`config.mk`:
```
export PLATFORM = sky130hd
export DESIGN_NAME = can_tx_frame_serializer_flat
export DESIGN_NICKNAME = d
export VERILOG_FILES = /design/src/rtl/can_tx_frame_serializer_if.sv /design/src/rtl/can_tx_frame_serializer.sv /design/src/flat_wrapper.sv
export SDC_FILE = /design/constraint.sdc
export NUM_CORES = 1
export LEC_CHECK = 0
export BUFFER_PORTS_ARGS = -buffer_cell sky130_fd_sc_hd__buf_2
export CAP_MARGIN = 20
export CELL_PAD_IN_SITES_DETAIL_PLACEMENT = 0
export CELL_PAD_IN_SITES_GLOBAL_PLACEMENT = 1
export CORE_MARGIN = 5
export CORE_UTILIZATION = 30
export DETAILED_ROUTE_END_ITERATION = 16
export GPL_TIMING_DRIVEN = 0
export MAX_ROUTING_LAYER = met4
export PLACE_DENSITY = 0.69
export REMOVE_ABC_BUFFERS = 1
export SETUP_SLACK_MARGIN = 0.1
export SLEW_MARGIN = 5
export SYNTH_ARGS = -nofsm -noshare
export SYNTH_HDL_FRONTEND = slang
export SYNTH_SLANG_ARGS = --single-unit
```
`constraint.sdc`:
```
create_clock -name clk -period 10.3 [get_ports clk]
set_input_delay 1.545 -clock clk [delete_from_list [all_inputs] [get_ports clk]]
set_output_delay 1.545 -clock clk [all_outputs]
set_load 0.02 [all_outputs]
```
`src/rtl/can_tx_frame_serializer_if.sv`:
```
// Message-buffer side of the CAN transmit serializer: frame request fields in, serial bit and status out.
interface can_tx_frame_serializer_if;
  logic        bit_en;
  logic        start;
  logic [10:0] id;
  logic        rtr;
  logic [3:0]  dlc;
  logic [63:0] data;
  logic        ready;
  logic        tx;
  logic        done;
  logic [14:0] crc_out;

  modport master (output bit_en, start, id, rtr, dlc, data, input ready, tx, done, crc_out);
  modport slave  (input bit_en, start, id, rtr, dlc, data, output ready, tx, done, crc_out);
endinterface

```
`src/rtl/can_tx_frame_serializer.sv`:
```
// CAN 2.0A standard frame transmitter: one bit per bit_en strobe, internal CRC-15 and bit stuffing.
module can_tx_frame_serializer #(
  parameter logic [14:0] CRC_POLY = 15'h4599,
  parameter int          IFS_BITS = 3
) (
  input logic                     clk,
  input logic                     rst,
  can_tx_frame_serializer_if.slave bus
);
  typedef enum logic [3:0] {IDLE, SOF, ARB, CTRL, DATA, CRC, CRC_DEL, ACK, ACK_DEL, EOF, IFS} state_t;

  state_t      state;
  logic [63:0] sr, data_r;
  logic [3:0]  dlc_r;
  logic        rtr_r;
  logic [6:0]  cnt;
  logic [2:0]  run;
  logic [14:0] crc, crc_out_r;
  logic        tx_r, ready_r, done_r;
  logic        nb, stuff_now, last_bit, no_data;
  logic [14:0] crc_nx;
  logic [6:0]  data_last;

  assign bus.tx      = tx_r;
  assign bus.ready   = ready_r;
  assign bus.done    = done_r;
  assign bus.crc_out = crc_out_r;

  // Every shifted field is left-aligned in sr, so the next field bit is always sr[63].
  always_comb begin
    nb = 1'b1;
    case (state)
      SOF:                  nb = 1'b0;
      ARB, CTRL, DATA, CRC: nb = sr[63];
      default:              nb = 1'b1;
    endcase
  end

  // CRC_DEL is included so a run completed by the last CRC bit still gets its stuff bit.
  assign stuff_now = (run == 3'd5) && (state inside {ARB, CTRL, DATA, CRC, CRC_DEL});
  assign last_bit  = (cnt == 7'd0);
  assign crc_nx    = {crc[13:0], 1'b0} ^ ((nb ^ crc[14]) ? CRC_POLY : 15'd0);
  assign no_data   = rtr_r || (dlc_r == 4'd0);
  assign data_last = dlc_r[3] ? 7'd63 : ({1'b0, dlc_r[2:0], 3'b000} - 7'd1);

  always_ff @(posedge clk or posedge rst) begin
    if (rst) begin
      state     <= IDLE;
      sr        <= '0;
      data_r    <= '0;
      dlc_r     <= '0;
      rtr_r     <= 1'b0;
      cnt       <= '0;
      run       <= '0;
      crc       <= '0;
      crc_out_r <= '0;
      tx_r      <= 1'b1;
      ready_r   <= 1'b1;
      done_r    <= 1'b0;
    end else begin
      done_r <= 1'b0;
      if (state == IDLE) begin
        if (bus.start) begin
          data_r  <= bus.data;
          dlc_r   <= bus.dlc;
          rtr_r   <= bus.rtr;
          sr      <= {bus.id, bus.rtr, 52'd0};
          cnt     <= 7'd11;
          crc     <= '0;
          ready_r <= 1'b0;
          // SOF is dominant and leaves a zero CRC unchanged, so it can go out on the accept edge.
          if (bus.bit_en) begin
            tx_r  <= 1'b0;
            run   <= 3'd1;
            state <= ARB;
          end else begin
            state <= SOF;
          end
        end
      end else if (bus.bit_en) begin
        if (stuff_now) begin
          tx_r <= ~tx_r;
          run  <= 3'd1;
        end else begin
          tx_r <= nb;
          run  <= (nb == tx_r && run != 3'd7) ? run + 3'd1 : 3'd1;
          if (state inside {SOF, ARB, CTRL, DATA}) crc <= crc_nx;
          sr  <= {sr[62:0], 1'b0};
          cnt <= cnt - 7'd1;
          case (state)
            SOF: begin
              sr    <= sr;
              cnt   <= cnt;
              run   <= 3'd1;
              state <= ARB;
            end
            ARB: if (last_bit) begin
              state <= CTRL;
              cnt   <= 7'd5;
              sr    <= {2'b00, dlc_r, 58'd0};
            end
            CTRL: if (last_bit) begin
              if (no_data) begin
                state     <= CRC;
                cnt       <= 7'd14;
                sr        <= {crc_nx, 49'd0};
                crc_out_r <= crc_nx;
              end else begin
                state <= DATA;
                cnt   <= data_last;
                sr    <= data_r;
              end
            end
            DATA: if (last_bit) begin
              state     <= CRC;
              cnt       <= 7'd14;
              sr        <= {crc_nx, 49'd0};
              crc_out_r <= crc_nx;
            end
            CRC:     if (last_bit) state <= CRC_DEL;
            CRC_DEL: state <= ACK;
            ACK:     state <= ACK_DEL;
            ACK_DEL: begin
              state <= EOF;
              cnt   <= 7'd6;
            end
            EOF: if (last_bit) begin
              state <= IFS;
              cnt   <= 7'(IFS_BITS);
            end
            // One extra strobe in IFS: the edge that ends the last intermission bit.
            IFS: if (last_bit) begin
              state   <= IDLE;
              ready_r <= 1'b1;
              done_r  <= 1'b1;
            end
            default: state <= IDLE;
          endcase
        end
      end
    end
  end
endmodule
```
`src/flat_wrapper.sv`:
```
// flat-port wrapper written by rule: the top's interface ports become plain ports
module can_tx_frame_serializer_flat 
#(
  parameter logic [14:0] CRC_POLY = 15'h4599,
  parameter int          IFS_BITS = 3
)
  (clk, rst, bus_bit_en, bus_start, bus_id, bus_rtr, bus_dlc, bus_data, bus_ready, bus_tx, bus_done, bus_crc_out);
  can_tx_frame_serializer_if bus_i ();
  input logic clk;
  input logic rst;
  input wire logic [$bits(bus_i.bit_en)-1:0] bus_bit_en;
  input wire logic [$bits(bus_i.start)-1:0] bus_start;
  input wire logic [$bits(bus_i.id)-1:0] bus_id;
  input wire logic [$bits(bus_i.rtr)-1:0] bus_rtr;
  input wire logic [$bits(bus_i.dlc)-1:0] bus_dlc;
  input wire logic [$bits(bus_i.data)-1:0] bus_data;
  output wire logic [$bits(bus_i.ready)-1:0] bus_ready;
  output wire logic [$bits(bus_i.tx)-1:0] bus_tx;
  output wire logic [$bits(bus_i.done)-1:0] bus_done;
  output wire logic [$bits(bus_i.crc_out)-1:0] bus_crc_out;
  assign bus_i.bit_en = bus_bit_en;
  assign bus_i.start = bus_start;
  assign bus_i.id = bus_id;
  assign bus_i.rtr = bus_rtr;
  assign bus_i.dlc = bus_dlc;
  assign bus_i.data = bus_data;
  assign bus_ready = bus_i.ready;
  assign bus_tx = bus_i.tx;
  assign bus_done = bus_i.done;
  assign bus_crc_out = bus_i.crc_out;
  can_tx_frame_serializer #(.CRC_POLY(CRC_POLY), .IFS_BITS(IFS_BITS)) u_core (.clk(clk), .rst(rst), .bus(bus_i));
endmodule
```
==> results.toml <==
[sta]
final.min_clock_period_ps = 3170
setup_violations = 0
final_max_slew_viol_count = 0
skew_ps = 20.2
final_hold_viol_count = 0
finalCritPeriodShare_pct = 30.8
timing.slew.headroom_pct = 32.8
fin_setup_tns_ps = 0
rsz0062_at_grt = "no"
fmax_mhz = 316
worst_pin_slew_ps = 1010

[floorplanning]
io_pins = 102
core_sq_um = 28500
initial_utilization_pct = 30.1
rows = 62
fp.dieW_microns = 179
fp.dieH_microns = 179
die_area_sq_um = 32200

[clocking]
htree_levels = 4
cts-resized-gates = 0
cts_tree = "done"
clock-sinks = 180
post_cts.repair.setup_buffers = 0
ctsHoldBuffers = 0
clk_path_buf_depth = 2
cts.clk_slew.worst_paths_ps = 80
clkLatencyLatePin_ps = 440
numCtsBuffers = 17
cts_root_buffer = "clkbuf_16"

[synthesis]
synth_cells = 954
synth_warnings = 0
ys_types = 74
ys_seq_area_share_pct = 52.4
yosys.area.top_type = "dfrtp_1"
synth_edf_count = 0
synth_flop_cell = "dfrtp_1"
synth_seq_cells = 180
netlist_area_sq_um = 8610
postSynthAreaPerCell_sq_um = 9.02
synth_most_common_cell = "nand2_1"
synth_common_cells = "280 x nand2_1, 178 x dfrtp_1, 71 x nor2_1, 70 x a21oi_1, 60 x a221oi_1"
synth_area_leaders = "dfrtp_1 52%, nand2_1 12%, a221oi_1 6.1%"
synth_top_area_share_pct = 51.8
async_flop_share_pct = 100

[placement]
placed_cell_area_sq_um = 9650
dpl.hpwl_mm = 15.6
place.gp.congestion = 0.884
port_buffers = 101
dp_cells = 1382

[layout]
finish.instance_area_sq_um = 10300
fin_util_pct = 35.9
fin_nets = 1107
layout-area-overhead-vs-synth_pct = 19.2
insertedDiodeCount = 0
instances_no_fill = 1414
final_layout_size_suffix_gt1_share_pct = 16.8
fillers = 3039

[setup_path]
worstPathRequired_ps = 10590
r2r_slack_ps = 7130
path_delay_family = "compound AO/OA/AOI/OAI gates"
max_stage_delay_ps = 1010
crit_type = "flip-flop to flip-flop"
cp.arrival_ps = 3450
endpoint_kind = "flip-flop"
crit_buf_inv = 0
path_max_fanout = 30
cp_slowest_cell = "dfrtp_1"
startpoint_type = "flip-flop"
crit_chain = "nor3b_1 -> o211ai_4 -> a2111o_1 -> nand2_1 -> o21ai_1"

[route]
viasPerCell = 5.07
first_iter_violations = 520
wl_per_cell_microns = 16.8
ant_nets = 0
drtPass1Iterations = 5
drt-total-wl_mm = 23.8
dr_total_vias = 7173
drc_errors = 0

[grt]
grt_pass1_vias = 7105
groute.usage.overall_pct = 15.6
antenna_found_initial = 0
grt_pass1_wl_mm = 38.8
grt-ovfl-total = 0
grt_max_degree = 110

[power_and_ir_drop]
ir_drop_mv = 0.119
leakage_uw = 0.00462
cellPowerDensity_nw_per_um2 = 281

[outcome]
status = "complete, no violations"

[job]
max_cap_viol_count = 0

[hold_path]
holdCritPathClass = "flip-flop to flip-flop"
==> per-stage QoR <==
step	setup WS [ps]	hold WS [ps]	total power, uW
floorplan	3870	435	1880
global placement	1430	457	2160
detailed placement	6950	458	2230
CTS	7170	477	2910
global route	6930	499	3100
finish	7130	473	2890
==> worst paths after layout <==
kind	start	to	cells after the start
worst max-delay path	u_core.state[1]	u_core.bus.crc_out[7]	5
worst min-delay path	u_core.bus.crc_out[11]	u_core.bus.crc_out[11]	2
worst max register to register	u_core.state[1]	u_core.bus.crc_out[7]	5
worst min register to register	u_core.bus.crc_out[11]	u_core.bus.crc_out[11]	2
max in group asynchronous	rst	u_core.dlc_r[0]	3
min in group asynchronous	rst	u_core.bus.crc_out[3]	2
==> cell type report <==
cell class	instances	area [sq um]	area share, %
Clock buffer	17	425	4.15
Clock inverter	15	183	1.78
Inverter	14	60.1	0.585
Multi-Input combinational cell	688	3780	36.8
Sequential cell	180	4510	43.9
Tap cell	384	480	4.68
Timing Repair Buffer	116	830	8.08
==> cell usage in the layout (no fill, tap or decap), types with 4 or more instances in the layout <==
master,count
ha_1,6
inv_1,13
nor4_1,4
dfrtp_1,178
a221oi_1,60
clkinv_8,6
nor2_1,70
nand2_1,279
xor2_1,6
a21oi_1,70
a211oi_1,6
and2_1,4
clkbuf_16,17
nor3_1,6
buf_2,101
o211ai_1,11
a31oi_1,7
buf_16,8
o31ai_1,8
o21ai_1,18
nand3_1,15
or3_1,5
o221ai_1,6
and3_1,6
or2_2,4
o21ai_0,26
==> state kept, by name (all words and copies together), names as in the netlist <==
| name | cells |
|---|---|
| u_core.bus.done | 1 |
| u_core.sr | 64 |
| u_core.crc | 15 |
| u_core.bus.tx | 1 |
| u_core.data_r | 64 |
| u_core.rtr_r | 1 |
| u_core.dlc_r | 4 |
| u_core.cnt | 7 |
| u_core.bus.ready | 1 |
| u_core.state | 4 |
| u_core.bus.crc_out | 15 |
| u_core.run | 3 |
==> metal layers <==
metal | vias to the layer above | track usage, % | routed length, microns
met3 | 25 | 2.90 | 1090
met5 | - | - | 0
met1 | 3484 | 21.4 | 11500
li1 | 3488 | - | -
met2 | 176 | 24.0 | 10800
met4 | 0 | 3.90 | 355
==> logic make-up (layout without fill, tap and decap cells) <==
family / count (synthesis) / after routing / share of synthesized area, %
AOI/OAI and AO/OA: 251 / 251 / 20.4
xor gates and xnor gates: 8 / 8 / 0.814
adders and majority gates: 6 / 6 / 0.872
buffers and inverters: 86 / 162 / 4.36
DFF: 180 / 180 / 52.4
muxes: 1 / 1 / 0.116
and+or+nand+nor: 422 / 422 / 21.0
==> where the power goes <==
part	total [uW]	switching (uW)	internal (uW)
registers	1260	252	1000
clock network	669	339	329
logic	961	567	394
total	2890	1160	1730
==> tightest hold or removal path, stage by stage, from the launching register on <==
cell     delay (ps)
dfrtp_1         340
nand2_1          50
nand2_1          50
(Power assumes the default switching activity.)
